File: src/rtl/sscell_rr_arbiter.sv
// Round-robin arbiter sharing one single-port sscell among NUM_REQ requesters,
// with bounded locked bursts and 1-cycle read response routing.
module sscell_rr_arbiter #(
  parameter int NUM_REQ  = 4,
  parameter int BW_INDEX = 16,
  parameter int BW_DATA  = 128,
  parameter int MAX_HOLD = 8
) (
  input  logic                          clk,
  input  logic                          rst,
  input  logic [NUM_REQ-1:0]            req_valid_list,
  output logic [NUM_REQ-1:0]            req_ready_list,
  input  logic [NUM_REQ-1:0]            req_wenable_list,
  input  logic [NUM_REQ-1:0]            req_lock_list,
  input  logic [BW_INDEX*NUM_REQ-1:0]   req_index_list,
  input  logic [BW_DATA/8*NUM_REQ-1:0]  req_wbyte_list,
  input  logic [BW_DATA*NUM_REQ-1:0]    req_wdata_list,
  output logic [NUM_REQ-1:0]            rsp_valid_list,
  output logic [BW_DATA-1:0]            rsp_rdata,
  output logic                          sscell_enable,
  output logic                          sscell_wenable,
  output logic                          sscell_renable,
  output logic [BW_INDEX-1:0]           sscell_index,
  output logic [BW_DATA/8-1:0]          sscell_wenable_byte,
  output logic [BW_DATA-1:0]            sscell_wdata,
  input  logic [BW_DATA-1:0]            sscell_rdata,
  input  logic                          sscell_stall
);
  localparam int BW_BYTE = BW_DATA / 8;
  localparam int PW      = (NUM_REQ > 1) ? $clog2(NUM_REQ) : 1;
  localparam int HW      = $clog2(MAX_HOLD + 1);

  typedef enum logic {ARB, LOCKED} state_t;

  typedef struct packed {
    logic                wr;
    logic [BW_INDEX-1:0] index;
    logic [BW_BYTE-1:0]  wbyte;
    logic [BW_DATA-1:0]  wdata;
  } acc_t;

  logic [NUM_REQ-1:0][BW_INDEX-1:0] idx_arr;
  logic [NUM_REQ-1:0][BW_BYTE-1:0]  wbyte_arr;
  logic [NUM_REQ-1:0][BW_DATA-1:0]  wdata_arr;

  assign idx_arr   = req_index_list;
  assign wbyte_arr = req_wbyte_list;
  assign wdata_arr = req_wdata_list;

  state_t        state;
  logic [PW-1:0] ptr, owner, rsp_owner, winner;
  logic [HW-1:0] hold_cnt;
  logic          rsp_pending, win_found, grant, win_lock;
  acc_t          acc;

  // (a + k) mod NUM_REQ without relying on power-of-two wrap
  function automatic logic [PW-1:0] wrap_add(input logic [PW-1:0] a, input int k);
    int s;
    s = int'(a) + k;
    if (s >= NUM_REQ) s = s - NUM_REQ;
    return PW'(s);
  endfunction

  always_comb begin
    winner    = '0;
    win_found = 1'b0;
    if (state == LOCKED) begin
      winner    = owner;
      win_found = req_valid_list[owner];
    end else begin
      // Walk from the farthest offset back so the nearest valid one to ptr wins.
      for (int k = NUM_REQ - 1; k >= 0; k--) begin
        if (req_valid_list[wrap_add(ptr, k)]) begin
          winner    = wrap_add(ptr, k);
          win_found = 1'b1;
        end
      end
    end
  end

  assign grant    = win_found & ~sscell_stall & ~rst;
  assign win_lock = req_lock_list[winner];

  always_comb begin
    acc.wr    = req_wenable_list[winner];
    acc.index = idx_arr[winner];
    acc.wbyte = req_wenable_list[winner] ? wbyte_arr[winner] : '0;
    acc.wdata = wdata_arr[winner];
  end

  assign req_ready_list      = grant ? (NUM_REQ'(1) << winner) : '0;
  assign sscell_enable       = grant;
  assign sscell_wenable      = grant & acc.wr;
  assign sscell_renable      = grant & ~acc.wr;
  assign sscell_index        = grant ? acc.index : '0;
  assign sscell_wenable_byte = grant ? acc.wbyte : '0;
  assign sscell_wdata        = grant ? acc.wdata : '0;

  assign rsp_valid_list = rsp_pending ? (NUM_REQ'(1) << rsp_owner) : '0;
  assign rsp_rdata      = sscell_rdata;

  always_ff @(posedge clk or posedge rst) begin
    if (rst) begin
      state       <= ARB;
      ptr         <= '0;
      owner       <= '0;
      hold_cnt    <= '0;
      rsp_pending <= 1'b0;
      rsp_owner   <= '0;
    end else begin
      rsp_pending <= grant & ~acc.wr;
      if (grant & ~acc.wr) rsp_owner <= winner;
      if (grant) begin
        case (state)
          ARB: begin
            if (win_lock && MAX_HOLD > 1) begin
              owner    <= winner;
              hold_cnt <= HW'(1);
              state    <= LOCKED;
            end else begin
              ptr <= wrap_add(winner, 1);
            end
          end
          LOCKED: begin
            if (win_lock && (int'(hold_cnt) + 1 < MAX_HOLD)) begin
              hold_cnt <= hold_cnt + 1'b1;
            end else begin
              // Hold limit or explicit release: rotate past the owner.
              ptr      <= wrap_add(owner, 1);
              hold_cnt <= '0;
              state    <= ARB;
            end
          end
          default: state <= ARB;
        endcase
      end
    end
  end
endmodule

File: config.mk
export PLATFORM = sky130hd
export DESIGN_NAME = sscell_rr_arbiter
export DESIGN_NICKNAME = d
export VERILOG_FILES = /design/src/rtl/sscell_rr_arbiter.sv
export SDC_FILE = /design/constraint.sdc
export NUM_CORES = 1
export LEC_CHECK = 0
export BUFFER_PORTS_ARGS = -buffer_cell sky130_fd_sc_hd__clkbuf_2
export CAP_MARGIN = 10
export CORE_AREA = 3 3 425 427
export DETAILED_ROUTE_END_ITERATION = 12
export DIE_AREA = 0 0 428 430
export PLACE_DENSITY = 0.3
export SKIP_LAST_GASP = 1
export SYNTH_ARGS = -nofsm -noshare
export SYNTH_HDL_FRONTEND = slang
export SYNTH_SLANG_ARGS = --single-unit
export TNS_END_PERCENT = 10
File: constraint.sdc
create_clock -name clk -period 5.2 [get_ports clk]
set_clock_uncertainty 0.2 [all_clocks]
set_input_delay 0.78 -clock clk [delete_from_list [all_inputs] [get_ports clk]]
set_output_delay 0.78 -clock clk [all_outputs]
set_load 0.02 [all_outputs]
==> metrics.txt, run 1 <==
status completed; clk_lat worst skew 0.25 ns; P_leak 7.12 nW; placement row count 154; switching fraction of total power 0.722; cells resized by post-CTS repair 0; DR vias/cell 3.00; largest net degree at the start of global routing 150; cells along the critical path clkbuf_2, o211ai_2, a211o_1, nand3_4, buf_12, nand2_1, nand3_1, and3_1, clkbuf_2; Total Wirelength 115000 µm; Total GRT Usage 0.118; FILL cells 21300; top_reg_cell synth dfrtp_1; Least-Margin Pin Slew 1.17 ns; Fmax 223 MHz; Clk pwr share 0.022; layout cells sized above 1 0.414; die span in x 428 µm; Switch Pwr 0.00562 W; RSZ-0062 raised after global routing no; Die H 430 µm; initial antenna violation count 109; synthesized net count 2281; drt first pass iters 5; synthesized flop and latch total 12; post-synthesis cell type count 48; Max Slew Vio Count 0; Pint 0.00217 W; Final Hold Viols 0; Critical Path Most Common Cell clkbuf_2; Via Count 13300; sequential cell fraction of total power 0.027; setup ws final 0.706 ns; final hold slack 0.352 ns; Initial Utilization 0.0430; Synth Area per Inst 5.08 µm²; slowest CP cell nand2_1; Root Driver clkbuf_16; Die ar. 184000 µm²; # Post-CTS Setup Buffers 0; CP max stage delay 0.44 ns; grt total ovfl 0; max-cap violation count 0; main combinational cell family by area after synthesis simple AND/OR/NAND/NOR gates; post-route ant nets 0; CTS max path bufs 2; # setup viols final 0; crit path max fanout 149; fin crit period 4.49 ns; post-synthesis sequential area ratio 0.0396; crit path DAT 3.51 ns; total CTS buffers 3; Synth Warn # 0; Adder-Cell Fraction of Synth Area 0.00824; Commonest cells post-synth 651 x nand2_1, 323 x nand3_1, 162 x and3_1, 129 x buf_4, 59 x buf_2; port buffer count 825; Crit Path Class in -> out; CTS H-tree lvls 1; Clock Sink Count 12; Post-Synth Simple-Gate Area 0.699; most frequent cell after synthesis nand2_1; DP HPWL 102000 µm; Post-synth ARST share 1.00; 1st-iter DRT viols 916; # DRC 0; CP endpoint kind output pin; final-stage net count 2878; total core area 176000 µm²; GPL Wtd Cong 0.923; Post-Synthesis Cells 1493; post-synthesis compound-gate area fraction 0.0373; Layout area overhead 79.1%; Setup crit start kind input pin; CTS tree done; Worst EP required 4.22 ns; xor/xnor cell area share of the yosys netlist 0; post-synth top area cell nand2_1; Final period util 0.864; CTS Hold Bufs 0; Top delay family on crit path simple AND/OR/NAND/NOR gates; Area contributors post-synth nand2_1 32%, nand3_1 21%, and3_1 13%; Fin Setup TNS 0 ns; Ports 1082; Mapped Area 7590 µm²; mux share of post-synthesis cell area 0.0115; Wirelength per Cell 25.9 µm; Synth top area share 0.322; worst vdd ir 0.000533 V; pre-CTS setup slack 0.640 ns; relative slew slack 0.219; WP buf/inv 3; Power Density 572 nW/µm²; first-pass GRT wire length 143000 µm; Post-synth EDFFs 0; worst hold path class reg -> reg; vias in the first global route 12900; CTS clock-pin slew for the worst setup and hold paths 0.05 ns; combinational power share 0.951
cells by family (layout without fill, tap and decap cells):
group | after synthesis | count (layout)
AO/OA/AOI/OAI | 33 | 33
adder cells (fa/ha/maj) | 5 | 5
buffers and inverters | 263 | 859
flip-flops | 12 | 12
multiplexers | 7 | 7
other | 0 | 19
AND/OR/NAND/NOR | 1173 | 1173
worst register-to-register path, stage by stage, from the launching register on:
cell	delay, ns
dfrtp_1	0.68
clkinv_1	0.37
o2111ai_1	0.22
nand3_4	0.19
inv_8	0.25
buf_4	0.34
a211oi_4	0.12
nor4b_2	0.37
mux2_1	0.35
placed cells by master (no fill, tap or decap), types with 3 or more instances in the layout:
master,netlist,routed
nor3b_1,3,3
nand2_1,651,651
o211ai_1,8,8
ha_1,5,5
o21ai_0,3,3
and2_1,4,4
nand3_1,323,323
buf_12,0,10
diode_2,0,19
nor2b_1,4,4
and3_1,162,162
dfrtp_1,12,12
inv_1,4,4
nor2_1,10,9
nand2b_1,3,3
clkbuf_2,0,825
nor3_1,4,4
clkbuf_16,0,3
buf_4,129,13
mux2_1,4,4
a21oi_1,3,3
metal layers:
| metal | track usage | vias to the layer above | share of wire |
|---|---|---|---|
| li1 | - | 6015 | - |
| met1 | 0.138 | 6279 | 0.39 |
| met2 | 0.203 | 763 | 0.48 |
| met3 | 0.0510 | 230 | 0.11 |
| met4 | 0.0164 | 42 | 0.021 |
| met5 | 0 | - | 0.0025 |
final timing paths:
kind,cells past startpoint,start,endpoint,slack [ns]
setup / recovery,9,req_valid_list[1],sscell_wdata[98],0.71
min in group asynchronous,2,rst,rsp_pending$_DFF_PP0_,0.41
max in group asynchronous,2,rst,hold_cnt[1]$_DFFE_PP0P_,3.96
setup reg to reg,8,state$_DFFE_PP0P_,owner[1]$_DFFE_PP0P_,1.98
hold / removal,1,owner[1]$_DFFE_PP0P_,owner[1]$_DFFE_PP0P_,0.35
hold reg to reg,1,owner[1]$_DFFE_PP0P_,owner[1]$_DFFE_PP0P_,0.35
stage by stage:
stage / utilization / cell area [µm²] / power (W) / std cells
3_5_place_dp: 0.0762 / 13500 / 0.00789 / 4425
5_1_grt: 0.0768 / 13600 / 0.00853 / 4434
6_report: 0.0770 / 13600 / 0.00778 / 4448
3_3_place_gp: 0.0762 / 13500 / 0.00794 / 4425
2_1_floorplan: - / 7590 / 0.00428 / 1493
4_1_cts: 0.0767 / 13500 / 0.00808 / 4429
area by class of cell:
type                            instances  area, µm²  area share
Antenna cell                           19       47.5     0.00350
Clock buffer                            4       88.8     0.00654
Inverter                                7       41.3     0.00304
Multi-Input combinational cell       1218       5760       0.424
Sequential cell                        12        300      0.0221
Tap cell                             2340       2930       0.215
Timing Repair Buffer                  848       4430       0.326
power by group through the flow:
stage          Combinational (W)  Clock [W]  Sequential, W
2_1_floorplan            0.00412          0       0.000163
4_1_cts                  0.00770   0.000175       0.000207
5_1_grt                  0.00813   0.000181       0.000216
6_report                 0.00740   0.000172       0.000207
3_3_place_gp             0.00773          0       0.000210
3_5_place_dp             0.00768          0       0.000209
sequential cells by signal (all words and copies together) (netlist names):
register / flops
state: 1
hold_cnt: 4
owner: 2
ptr: 2
rsp_owner: 2
rsp_pending: 1
(Power assumes the default switching activity.)
==> inputs of run 2 (changes only) <==
--- a/config.mk
+++ b/config.mk
@@ -5,8 +5,7 @@
 export SDC_FILE = /design/constraint.sdc
 export NUM_CORES = 1
 export LEC_CHECK = 0
-export BUFFER_PORTS_ARGS = -buffer_cell sky130_fd_sc_hd__clkbuf_2
-export CAP_MARGIN = 10
+export BUFFER_PORTS_ARGS = -buffer_cell sky130_fd_sc_hd__buf_2
 export CORE_AREA = 3 3 425 427
 export DETAILED_ROUTE_END_ITERATION = 12
 export DIE_AREA = 0 0 428 430
==> constraint.sdc (replaced) <==
create_clock -name clk -period 4.5 [get_ports clk]
set_clock_uncertainty 0.2 [all_clocks]
set_input_delay 0.675 -clock clk [delete_from_list [all_inputs] [get_ports clk]]
set_output_delay 0.675 -clock clk [all_outputs]
set_load 0.02 [all_outputs]
==> run 2 against run 1 <==
Net effect:
- first-iteration DRC count grew 17%
- sequential share of layout area fell by 0.15 points
- non-clock buffer count is 55 higher
- highest routed layer unchanged
- largest power group unchanged
==> metrics.txt, run 2 (synthesis gave the netlist of run 1 again) <==
Fmax 229 MHz; Critical Path Most Common Cell buf_4; CTS Hold Bufs 0 (unchanged); CTS H-tree lvls 1 (unchanged); status completed; Final Hold Viols 0 (unchanged); Die ar. 184000 µm² (unchanged); Max Slew Vio Count 0 (unchanged); Die H 430 µm (unchanged); final-stage net count 2933 (+1.9%); CTS max path bufs 2 (unchanged); placement row count 154 (unchanged); clk_lat worst skew 0.25 ns (about the same); crit path max fanout 57 (-62%); P_leak 7.48 nW (+5.1%); layout cells sized above 1 0.429 (+0.0150); Total GRT Usage 0.123 (+0.00501); cells resized by post-CTS repair 0 (unchanged); Root Driver clkbuf_16; Fin Setup TNS 0 ns (unchanged); die span in x 428 µm (unchanged); CTS tree done; initial antenna violation count 105 (-3.7%); DR vias/cell 3.02 (+0.79%); most common cell after layout, fill and taps aside buf_2; fin crit period 4.37 ns; first-pass GRT wire length 149000 µm (+4.4%); pre-CTS setup slack 0.184 ns (-0.456 ns); Total Wirelength 120000 µm (+4.0%); Initial Utilization 0.0430 (unchanged); Setup crit start kind flip-flop; post-route ant nets 0 (unchanged); relative slew slack 0.595 (+0.376); cells along the critical path clkinv_1, o2111ai_1, nand3_4, buf_12, buf_4, buf_4, nand3_1, and3_1, buf_2; port buffer count 825 (unchanged); CP max stage delay 0.56 ns (+0.12 ns); # setup viols final 0 (unchanged); Crit Path Class reg -> out; most frequent cells in the layout 792 x buf_2, 651 x nand2_1, 323 x nand3_1; placed instance area 14400 µm² (+7.1%); 1st-iter DRT viols 1074 (+17%); slowest CP cell dfrtp_1; Power Density 684 nW/µm² (+19%); Clock Sink Count 12 (unchanged); RSZ-0062 raised after global routing no; largest net degree at the start of global routing 86 (-43%); max-cap violation count 0 (unchanged); Wirelength per Cell 26.5 µm (+2.4%); Worst EP required 3.62 ns (-0.60 ns); Least-Margin Pin Slew 0.610 ns (-0.562 ns); Final period util 0.971; setup ws final 0.130 ns (-0.576 ns); Via Count 13600 (+2.3%); vias in the first global route 13500 (+4.5%); grt total ovfl 0 (unchanged); DP HPWL 108000 µm (+5.9%); Final Cell Area 14600 µm² (+7.3%); CTS clock-pin slew for the worst setup and hold paths 0.05 ns (about the same); Layout area overhead 92.1%; largest reg by FF count hold_cnt; crit path DAT 3.50 ns (about the same); CP endpoint kind output pin; total core area 176000 µm² (unchanged); total CTS buffers 3 (unchanged); # Post-CTS Setup Buffers 0 (unchanged); Ports 1082 (unchanged); worst hold path class in -> async; # DRC 0 (unchanged); worst vdd ir 0.000298 V (-44%); GPL Wtd Cong 0.918 (-0.61%); drt first pass iters 5 (unchanged); max reg flops 4 (unchanged)
==> run 2: cell types whose count changed in the layout (fill, tap and decap cells not counted), sizes merged <==
cell    change
diode      +11
buf       +880
clkbuf    -825
==> run 2: cell type report <==
cell class              instances  area [µm²]
fillers                     21300      162000
clock buffers                   4        88.8
inverters                       7        41.3
well taps                    2340        2930
flip-flops and latches         12         300
repair buffers                903        5390
diodes                         30        75.1
multi-input cells            1218        5760
==> run 2: per-layer routing <==
layer / vias to the layer above / routed length, µm / track usage
li1: 6148 / - / -
met4: 24 / 2590 / 0.0224
met5: - / 158 / 0
met2: 752 / 58300 / 0.213
met1: 6494 / 47900 / 0.151
met3: 216 / 10700 / 0.0378
==> run 2: critical path, delay by kind of cell (launching register included) <==
kind / cells / cell delay [ns]
and+or+nand+nor: 3 / 0.87
DFF: 1 / 0.56
buffers and inverters: 5 / 1.46
AOI/OAI and AO/OA: 1 / 0.20
==> run 2: stage by stage <==
step | hold slack [ns] | total power, W | util | cells
final | 0.284 | 0.00997 | 0.0826 | 4514
after global routing | 0.351 | 0.0109 | 0.0824 | 4499
after CTS | 0.315 | 0.0103 | 0.0822 | 4484
after detailed placement | 0.324 | 0.0101 | 0.0817 | 4480
after global placement | 0.333 | 0.0102 | 0.0817 | 4480
after floorplan | 0.280 | 0.00495 | - | 1493
==> run 2: worst paths after layout <==
path / endpoint / cells past startpoint / slack, ns / from
max: sscell_index[1] / 9 / 0.13 / state$_DFFE_PP0P_
min: rsp_pending$_DFF_PP0_ / 2 / 0.28 / rst
max reg2reg: owner[1]$_DFFE_PP0P_ / 8 / 1.38 / state$_DFFE_PP0P_
min reg2reg: hold_cnt[3]$_DFFE_PP0P_ / 2 / 0.34 / hold_cnt[3]$_DFFE_PP0P_
max in group asynchronous: ptr[1]$_DFFE_PP0P_ / 2 / 3.44 / rst
min in group clk: hold_cnt[3]$_DFFE_PP0P_ / 2 / 0.34 / hold_cnt[3]$_DFFE_PP0P_
==> run 2: where the power goes <==
| part | leakage (nW) | total [W] | internal, W | switching, W |
|---|---|---|---|---|
| logic | 7.29 | 0.00953 | 0.00287 | 0.00666 |
| registers | 0.145 | 0.000237 | 0.000153 | 0.0000841 |
| clock network | 0.0443 | 0.000195 | 0.000135 | 0.0000599 |
==> inputs of run 3 (changes only) <==
--- a/config.mk
+++ b/config.mk
@@ -14,4 +14,3 @@
 export SYNTH_ARGS = -nofsm -noshare
 export SYNTH_HDL_FRONTEND = slang
 export SYNTH_SLANG_ARGS = --single-unit
-export TNS_END_PERCENT = 10
==> constraint.sdc (replaced) <==
create_clock -name clk -period 4.7 [get_ports clk]
set_clock_uncertainty 0.2 [all_clocks]
set_input_delay 0.705 -clock clk [delete_from_list [all_inputs] [get_ports clk]]
set_output_delay 0.705 -clock clk [all_outputs]
set_load 0.02 [all_outputs]
==> run 3 against run 2 <==
Net effect:
- clock power decreased by 2%
- sequential power about the same
- largest cell class unchanged
- first-iteration DRC count increased by 2.5%
- cell count decreased by 0.69%
- critical endpoint is now sscell_wdata[126]
- via count increased by 0.62%
- register-to-register slack improved by 0.20 ns
- hold slack improved by 0.040 ns
- power decreased by 7.2%
==> metrics.txt, run 3 (synthesis gave the netlist of run 1 again) <==
status completed; CTS H-tree lvls 1 (unchanged); flop2flop setup slack 1.58 ns (+0.20 ns); Layout area overhead 86.9%; CTS clock-pin slew for the worst setup and hold paths 0.06 ns (about the same); total CTS buffers 3 (unchanged); RSZ-0062 raised after global routing no; largest net degree at the start of global routing 86 (unchanged); CP endpoint kind output pin; initial antenna violation count 118 (+12%); Wirelength per Cell 27.3 µm (+3.0%); Final Hold Viols 0 (unchanged); final hold slack 0.323 ns (+0.0395 ns); Power Density 652 nW/µm² (-4.6%); placement row count 154 (unchanged); Die H 430 µm (unchanged); Via Count 13700 (+0.62%); most common cell after layout, fill and taps aside buf_2; clk_lat worst skew 0.26 ns (about the same); # DRC 0 (unchanged); final-stage net count 2912 (-0.72%); post-route ant nets 0 (unchanged); Fmax 235 MHz; Setup crit start kind input pin; Total GRT Usage 0.126 (+0.00284); Core Util, Final 0.0804 (-0.00224); P_leak 7.34 nW (-1.9%); Max Slew Vio Count 0 (unchanged); Total Wirelength 122000 µm (+2.3%); relative slew slack 0.497 (-0.0979); FF-to-FF path depth 8 (unchanged); Clock Sink Count 12 (unchanged); max reg flops 4 (unchanged); Die ar. 184000 µm² (unchanged); Root Driver clkbuf_16; Fin Setup TNS 0 ns (unchanged); Least-Margin Pin Slew 0.755 ns (+0.145 ns); FF-to-FF End rsp_pending$_DFF_PP0_; most frequent cells in the layout 807 x buf_2, 651 x nand2_1, 323 x nand3_1; # setup viols final 0 (unchanged); CTS tree done; Worst EP required 3.80 ns (+0.18 ns); grt total ovfl 0 (unchanged); worst hold path class in -> async; CTS Hold Bufs 0 (unchanged); DP HPWL 109000 µm (+1.2%); DR vias/cell 3.06 (+1.3%); layout cells sized above 1 0.423 (-0.00565); largest reg by FF count hold_cnt; Initial Utilization 0.0430 (unchanged); die span in x 428 µm (unchanged); crit path DAT 3.35 ns (-0.15 ns); port buffer count 825 (unchanged); fin crit period 4.25 ns; GPL Wtd Cong 0.930 (+1.3%); 1st-iter DRT viols 1101 (+2.5%); first-pass GRT wire length 152000 µm (+2.1%); # Post-CTS Setup Buffers 0 (unchanged); total core area 176000 µm² (unchanged); Final period util 0.905; max-cap violation count 0 (unchanged); Total Power 0.00925 W (-7.2%); Crit Path Class in -> out; CTS max path bufs 2 (unchanged); crit path max fanout 38 (-33%); drt first pass iters 5 (unchanged); reg2reg start state$_DFFE_PP0P_; cells resized by post-CTS repair 0 (unchanged); worst vdd ir 0.000571 V (+92%); Ports 1082 (unchanged); vias in the first global route 13700 (+1.3%)
## run 3: changes by cell type in the layout (fill, tap and decap cells not counted), sizes merged
cell	before	now
buf	903	882
diode	30	20
## run 3: worst max-delay path by stage
stage | start | end | depth (start not counted)
floorplan | req_valid_list[1] | sscell_wenable_byte[10] | 9
global placement | req_valid_list[1] | sscell_wdata[127] | 11
detailed placement | req_valid_list[1] | sscell_wdata[77] | 11
CTS | req_valid_list[1] | sscell_wdata[127] | 11
global route | req_valid_list[1] | sscell_wdata[127] | 11
finish | req_valid_list[0] | sscell_wdata[126] | 11
## run 3: power by group
part	switching, W	internal, W	total (W)
Sequential	0.0000873	0.000146	0.000234
Clock	0.0000612	0.000130	0.000191
Combinational	0.00630	0.00253	0.00883
Total	0.00645	0.00280	0.00925
## run 3: final cells by class
class                   count  area [µm²]
well taps                2340        2930
repair buffers            882        5010
diodes                     20        50.0
flip-flops and latches     12         300
inverters                   7        41.3
fillers                 21300      162000
clock buffers               4        88.8
multi-input cells        1218        5760
## run 3: stage by stage
stage / instances / instance area (µm²) / worst slack, ns
floorplan: 1493 / 7590 / 1.45
global placement: 4459 / 14000 / 0.370
detailed placement: 4459 / 14000 / 0.395
CTS: 4463 / 14100 / 0.391
global route: 4468 / 14100 / 0.279
finish: 4483 / 14200 / 0.447
## run 3: critical path, cell delays in order
cell and delay (ns):
buf_2 0.15, nor2b_1 0.16, o21ai_1 0.32, nand3_4 0.16
inv_8 0.29, buf_4 0.36, nand2_1 0.11, buf_4 0.15
nand3_1 0.09, and3_1 0.50, buf_2 0.27
## run 3: metal layers
metal	part of all wire	vias up	GRT usage
li1	-	6092	-
met1	0.39	6566	0.148
met2	0.49	784	0.224
met3	0.097	239	0.0458
met4	0.021	38	0.0161
met5	0.0020	-	0
